===== config.mk =====
export PLATFORM = sky130hd
export DESIGN_NAME = axi_arbiter
export DESIGN_NICKNAME = d
export VERILOG_FILES = /design/src/rtl/axi_arbiter.sv
export SDC_FILE = /design/constraint.sdc
export NUM_CORES = 1
export LEC_CHECK = 0
export CAP_MARGIN = 20
export CORE_AREA = 4 4 184 186
export DETAILED_ROUTE_END_ITERATION = 16
export DIE_AREA = 0 0 188 190
export SYNTH_ARGS = -nofsm -noshare
export SYNTH_HDL_FRONTEND = slang
export SYNTH_SLANG_ARGS = --single-unit

===== constraint.sdc =====
create_clock -name clock -period 2.54 [get_ports clock]
set_input_delay 0.508 -clock clock [delete_from_list [all_inputs] [get_ports clock]]
set_output_delay 0.508 -clock clock [all_outputs]
set_load 0.1 [all_outputs]

===== src/rtl/axi_arbiter.sv =====
// rtl/axi_arbiter.sv - two-master AXI4 arbiter (m0 read-only, m1 read/write) onto one downstream port
// Round-robin between masters, one downstream transaction outstanding at a time.
module axi_arbiter (
    input  logic        clock,
    input  logic        reset,
    // master 0 (IFU) read channels
    input  logic        m0_arvalid,
    input  logic [31:0] m0_araddr,
    input  logic [3:0]  m0_arid,
    input  logic [7:0]  m0_arlen,
    input  logic [2:0]  m0_arsize,
    input  logic [1:0]  m0_arburst,
    output logic        m0_arready,
    output logic        m0_rvalid,
    output logic [31:0] m0_rdata,
    output logic [1:0]  m0_rresp,
    output logic [3:0]  m0_rid,
    output logic        m0_rlast,
    input  logic        m0_rready,
    // master 1 (LSU) read channels
    input  logic        m1_arvalid,
    input  logic [31:0] m1_araddr,
    input  logic [3:0]  m1_arid,
    input  logic [7:0]  m1_arlen,
    input  logic [2:0]  m1_arsize,
    input  logic [1:0]  m1_arburst,
    output logic        m1_arready,
    output logic        m1_rvalid,
    output logic [31:0] m1_rdata,
    output logic [1:0]  m1_rresp,
    output logic [3:0]  m1_rid,
    output logic        m1_rlast,
    input  logic        m1_rready,
    // master 1 write channels
    input  logic        m1_awvalid,
    input  logic [31:0] m1_awaddr,
    input  logic [3:0]  m1_awid,
    input  logic [7:0]  m1_awlen,
    input  logic [2:0]  m1_awsize,
    input  logic [1:0]  m1_awburst,
    output logic        m1_awready,
    input  logic        m1_wvalid,
    input  logic [31:0] m1_wdata,
    input  logic [3:0]  m1_wstrb,
    input  logic        m1_wlast,
    output logic        m1_wready,
    output logic        m1_bvalid,
    output logic [1:0]  m1_bresp,
    output logic [3:0]  m1_bid,
    input  logic        m1_bready,
    // downstream port
    output logic        s_arvalid,
    output logic [31:0] s_araddr,
    output logic [3:0]  s_arid,
    output logic [7:0]  s_arlen,
    output logic [2:0]  s_arsize,
    output logic [1:0]  s_arburst,
    input  logic        s_arready,
    input  logic        s_rvalid,
    input  logic [31:0] s_rdata,
    input  logic [1:0]  s_rresp,
    input  logic [3:0]  s_rid,
    input  logic        s_rlast,
    output logic        s_rready,
    output logic        s_awvalid,
    output logic [31:0] s_awaddr,
    output logic [3:0]  s_awid,
    output logic [7:0]  s_awlen,
    output logic [2:0]  s_awsize,
    output logic [1:0]  s_awburst,
    input  logic        s_awready,
    output logic        s_wvalid,
    output logic [31:0] s_wdata,
    output logic [3:0]  s_wstrb,
    output logic        s_wlast,
    input  logic        s_wready,
    input  logic        s_bvalid,
    input  logic [1:0]  s_bresp,
    input  logic [3:0]  s_bid,
    output logic        s_bready
);

    typedef enum logic [1:0] {IDLE, RD0, RD1, WR1} state_t;

    state_t state_q;
    logic   ar_done_q;
    logic   aw_done_q;
    logic   last_grant_q;   // 0: m0 was granted last, 1: m1 was granted last

    logic   req1;
    assign req1 = m1_arvalid | m1_awvalid;

    always_ff @(posedge clock) begin
        if (reset) begin
            state_q      <= IDLE;
            ar_done_q    <= 1'b0;
            aw_done_q    <= 1'b0;
            last_grant_q <= 1'b1;
        end else begin
            case (state_q)
                IDLE: begin
                    if (m0_arvalid && (!req1 || last_grant_q)) begin
                        state_q      <= RD0;
                        last_grant_q <= 1'b0;
                    end else if (req1) begin
                        // m1 read takes precedence over m1 write
                        state_q      <= m1_arvalid ? RD1 : WR1;
                        last_grant_q <= 1'b1;
                    end
                end
                RD0, RD1: begin
                    if (s_arvalid && s_arready) ar_done_q <= 1'b1;
                    if (s_rvalid && s_rready && s_rlast) begin
                        state_q   <= IDLE;
                        ar_done_q <= 1'b0;
                    end
                end
                WR1: begin
                    if (s_awvalid && s_awready) aw_done_q <= 1'b1;
                    if (s_bvalid && s_bready) begin
                        state_q   <= IDLE;
                        aw_done_q <= 1'b0;
                    end
                end
                default: state_q <= IDLE;
            endcase
        end
    end

    always_comb begin
        s_arvalid = 1'b0; s_araddr = '0; s_arid = '0; s_arlen = '0; s_arsize = '0; s_arburst = '0;
        s_rready  = 1'b0;
        s_awvalid = 1'b0; s_awaddr = '0; s_awid = '0; s_awlen = '0; s_awsize = '0; s_awburst = '0;
        s_wvalid  = 1'b0; s_wdata = '0; s_wstrb = '0; s_wlast = 1'b0;
        s_bready  = 1'b0;
        m0_arready = 1'b0; m0_rvalid = 1'b0; m0_rdata = '0; m0_rresp = '0; m0_rid = '0; m0_rlast = 1'b0;
        m1_arready = 1'b0; m1_rvalid = 1'b0; m1_rdata = '0; m1_rresp = '0; m1_rid = '0; m1_rlast = 1'b0;
        m1_awready = 1'b0; m1_wready = 1'b0;
        m1_bvalid  = 1'b0; m1_bresp = '0; m1_bid = '0;
        case (state_q)
            RD0: begin
                s_arvalid  = m0_arvalid & ~ar_done_q;
                s_araddr   = m0_araddr;  s_arid   = m0_arid;   s_arlen = m0_arlen;
                s_arsize   = m0_arsize;  s_arburst = m0_arburst;
                m0_arready = s_arready & ~ar_done_q;
                m0_rvalid  = s_rvalid;   m0_rdata = s_rdata;   m0_rresp = s_rresp;
                m0_rid     = s_rid;      m0_rlast = s_rlast;
                s_rready   = m0_rready;
            end
            RD1: begin
                s_arvalid  = m1_arvalid & ~ar_done_q;
                s_araddr   = m1_araddr;  s_arid   = m1_arid;   s_arlen = m1_arlen;
                s_arsize   = m1_arsize;  s_arburst = m1_arburst;
                m1_arready = s_arready & ~ar_done_q;
                m1_rvalid  = s_rvalid;   m1_rdata = s_rdata;   m1_rresp = s_rresp;
                m1_rid     = s_rid;      m1_rlast = s_rlast;
                s_rready   = m1_rready;
            end
            WR1: begin
                s_awvalid  = m1_awvalid & ~aw_done_q;
                s_awaddr   = m1_awaddr;  s_awid   = m1_awid;   s_awlen = m1_awlen;
                s_awsize   = m1_awsize;  s_awburst = m1_awburst;
                m1_awready = s_awready & ~aw_done_q;
                // W beats are independent of AW progress
                s_wvalid   = m1_wvalid;  s_wdata  = m1_wdata;  s_wstrb = m1_wstrb; s_wlast = m1_wlast;
                m1_wready  = s_wready;
                m1_bvalid  = s_bvalid;   m1_bresp = s_bresp;   m1_bid  = s_bid;
                s_bready   = m1_bready;
            end
            default: ;
        endcase
    end

endmodule


==> results by group <==
Run
  • Maximum capacitance violations: 0

Critical path
  • Worst Path Required: 2.03 ns
  • Top cell by count, worst path: sky130_fd_sc_hd__buf_12
  • Largest driver fanout on the critical path: 46
  • Critical Path Start Type: flop
  • Critical path cell sequence: inv_1 > ha_2 > buf_12 > buf_12 > a22oi_1 > nor2b_2 > buf_12
  • Standard cell with the maximum stage delay on the critical path: sky130_fd_sc_hd__dfxtp_1
  • Worst Path Arrival: 1.80 ns
  • Combined buffer and inverter count along the critical path: 4
  • Top delay family on crit path: buffers and inverters
  • Critical Path End Type: primary output
  • Critical path's largest stage delay: 0.33 ns
  • Critical path type: flop to primary output

Clocking
  • Clock sink count: 5
  • Post-CTS setup buffer count: 0
  • Maximum clock insertion buffer count: 2
  • Insertion delay of the later-clocked pin in the worst-skew pair: 0.23 ns
  • Deepest level of the CTS H-tree: 1
  • Hold bufs inserted after CTS: 0
  • Clock slew at reported path FFs: 0.04 ns
  • CTS tree: built
  • Number of buffers created by CTS: 3
  • Root cell of the clock tree: sky130_fd_sc_hd__clkbuf_16
  • Number of gates resized after cts: 0

Synth
  • Number of unique standard cell types used by synthesis: 27
  • Post-Syn Nets: 600
  • Leading register cell type out of synthesis: sky130_fd_sc_hd__dfxtp_1
  • Fraction of post-synthesis cell area in the top cell type by area: 47.7%
  • Combined area of all synthesized cells: 2310 sq um
  • Average instance area after synthesis: 6.55 sq um
  • Post-synth EDFFs: 0
  • Number of standard cells after synthesis: 352
  • Flop and latch count out of synthesis: 5
  • Sequential share of the synthesized area: 4.34%
  • Biggest area contributors in the synthesized netlist: sky130_fd_sc_hd__and2_1 48%, sky130_fd_sc_hd__a22oi_1 16%, sky130_fd_sc_hd__nor2b_1 14%
  • Post-synthesis async set-or-reset flop share: 0%
  • Most common cell in the netlist: sky130_fd_sc_hd__and2_1
  • Most numerous cell types in the synthesized netlist: 176 x sky130_fd_sc_hd__and2_1, 50 x sky130_fd_sc_hd__nor2b_1, 49 x sky130_fd_sc_hd__a22oi_1, 28 x sky130_fd_sc_hd__clkbuf_1
  • Yosys warnings: 0
  • Largest area contributor in the synthesized netlist: sky130_fd_sc_hd__and2_1

Floorplanning
  • Chip Width: 188 microns
  • Die footprint: 35700 sq um
  • Top-Level Pins: 474
  • Chip height: 190 microns
  • Starting density of the core: 7.14%
  • Standard cell core area: 32300 sq um
  • Number of core rows: 66

Final layout
  • P&R area growth vs syn: 341%
  • Fraction of layout cells with a size suffix above 1: 37.3%
  • Number of fill cells in the layout: 3227
  • Share of the core filled with cells: 31.5%
  • Count of antenna diodes in the layout: 0
  • Final #Nets: 1051
  • FF+latch area: 100 sq um
  • Multi-input gate area in the final layout: 2220 sq um

Routing
  • Post-route DRC: 0
  • Total detailed-routing wirelength: 20200 microns
  • Number of search-and-repair iterations in the first detailed-routing pass: 4
  • Detail-routed net length per standard cell: 16.2 microns
  • Via count: 4286
  • Vias per Instance: 3.45
  • DR iter-0 viols: 97
  • Post-DRT Antenna Nets: 0

Global routing
  • Overall fraction of global-route tracks in use: 10.3%
  • Global route overflow: 0
  • Vias in the first global route: 4421
  • Initial antenna violation count: 0
  • Wire length of the first global-routing pass: 28500 microns
  • Pin count of the biggest net entering global routing: 101

STA
  • Headroom to the max-slew limit: 66.8%
  • Hold slack final: 0.517 ns
  • Clock Skew: 0.00504 ns
  • Fraction of the cycle the final worst path needs: 90.9%
  • Clock period minus final worst setup slack: 2.31 ns
  • Maximum clock rate: 433 MHz
  • Worst Tran Pin Value: 0.497 ns
  • Total count of max-transition violations in the final report: 0
  • Setup slack after layout: 0.232 ns
  • Number of setup violations in the final report: 0
  • Hold Fails Final Rpt: 0
  • Unrepaired setup endpoints after global routing: false

Run status
  • Run status: complete, no violations

Pwr
  • Worst VDD drop: 0.350 mV
  • Total power per unit cell area: 975 nW/um^2
  • Total power: 0.00990 W
  • Leakage power of the design: 3.81 nW

Placement
  • Port bufs: 473
  • Final Wtd Congestion: 0.799
  • Post-DP HPWL: 18100 microns
  • Post-Place Setup Slack: 0.150 ns

Worst hold path
  • Path category of the worst min-delay check: flop to flop
## area by class of cell
cell class,count,area share (%)
tap,442,5.44
multi-input combinational,307,21.9
timing repair buffer,482,70.8
sequential,5,0.985
inverter,4,0.148
clock buffer,4,0.776
## logic make-up after synthesis
kind of cell    share of synthesized area (%)
mux                                     0.434
simple gates                             64.4
compound gates                           21.2
fa+ha+maj                                2.71
flops                                    4.34
buf+inv                                  7.00
## state kept, by name, summed over array words and instances, names as in the netlist
name          count
last_grant_q      1
aw_done_q         1
state_q           2
ar_done_q         1
## metal layers
metal  share of wire, %  vias up  wire length (microns)  global-route usage, %
met5                  0        -                      0                      0
met1                 35     1931                   7100                   10.6
met3                 11        8                   2200                   4.20
li1                   -     2054                      -                      -
met2                 53      293                  10700                   20.1
met4               0.81        0                    164                   1.07
## worst reg2reg max path: cells and delay by family, from the launching register on
family | cells | cell delay, ns
buf+inv | 3 | 0.49
flops | 1 | 0.38
simple gates | 1 | 0.32
fa+ha+maj | 1 | 0.32
compound gates | 2 | 0.51
## path summary, 6_finish.rpt
kind | depth (start not counted) | start | to | slack (ns)
setup reg to reg | 7 | state_q[1]$_SDFFE_PP0P_ | ar_done_q$_SDFFE_PP0P_ | 0.36
hold reg to reg | 1 | last_grant_q$_SDFFE_PP1P_ | last_grant_q$_SDFFE_PP1P_ | 0.52
hold / removal | 1 | last_grant_q$_SDFFE_PP1P_ | last_grant_q$_SDFFE_PP1P_ | 0.52
setup / recovery | 7 | state_q[1]$_SDFFE_PP0P_ | s_araddr[23] | 0.23
## per-stage QoR
stage | std cells | area, sq um | TNS (ns)
after global placement | 1240 | 10100 | 0
final | 1244 | 10200 | 0
after floorplan | 352 | 2480 | -0.269
after global routing | 1244 | 10200 | 0
after detailed placement | 1240 | 10100 | 0
after CTS | 1244 | 10200 | 0
## report_power, final
group | leakage (nW) | total [W] | switching [W] | internal (W)
logic | 3.73 | 0.00950 | 0.00603 | 0.00347
registers | 0.0411 | 0.000131 | 0.0000279 | 0.000103
clock network | 0.0382 | 0.000270 | 0.0000608 | 0.000209
## cells in the final DEF (no fill, tap or decap)
| cell | count |
|---|---|
| sky130_fd_sc_hd__a211o_1 | 2 |
| sky130_fd_sc_hd__a211oi_1 | 1 |
| sky130_fd_sc_hd__a21boi_0 | 1 |
| sky130_fd_sc_hd__a21oi_1 | 2 |
| sky130_fd_sc_hd__a22oi_1 | 49 |
| sky130_fd_sc_hd__a22oi_2 | 1 |
| sky130_fd_sc_hd__a311oi_1 | 1 |
| sky130_fd_sc_hd__a31oi_1 | 1 |
| sky130_fd_sc_hd__a32oi_1 | 1 |
| sky130_fd_sc_hd__and2_1 | 176 |
| sky130_fd_sc_hd__and3b_1 | 4 |
| sky130_fd_sc_hd__buf_12 | 237 |
| sky130_fd_sc_hd__buf_4 | 3 |
| sky130_fd_sc_hd__clkbuf_1 | 1 |
| sky130_fd_sc_hd__clkbuf_16 | 3 |
| sky130_fd_sc_hd__clkdlybuf4s50_1 | 242 |
| sky130_fd_sc_hd__dfxtp_1 | 5 |
| sky130_fd_sc_hd__ha_1 | 2 |
| sky130_fd_sc_hd__ha_2 | 3 |
| sky130_fd_sc_hd__inv_1 | 4 |
| sky130_fd_sc_hd__mux2i_1 | 1 |
| sky130_fd_sc_hd__nand2_1 | 5 |
| sky130_fd_sc_hd__nor2_1 | 1 |
| sky130_fd_sc_hd__nor2b_2 | 41 |
| sky130_fd_sc_hd__nor2b_4 | 9 |
| sky130_fd_sc_hd__nor3b_2 | 1 |
| sky130_fd_sc_hd__o21ai_0 | 1 |
| sky130_fd_sc_hd__o21ai_1 | 1 |
| sky130_fd_sc_hd__o31ai_1 | 2 |
| sky130_fd_sc_hd__o41ai_2 | 1 |
No activity file was read; power rests on OpenSTA's default activity.
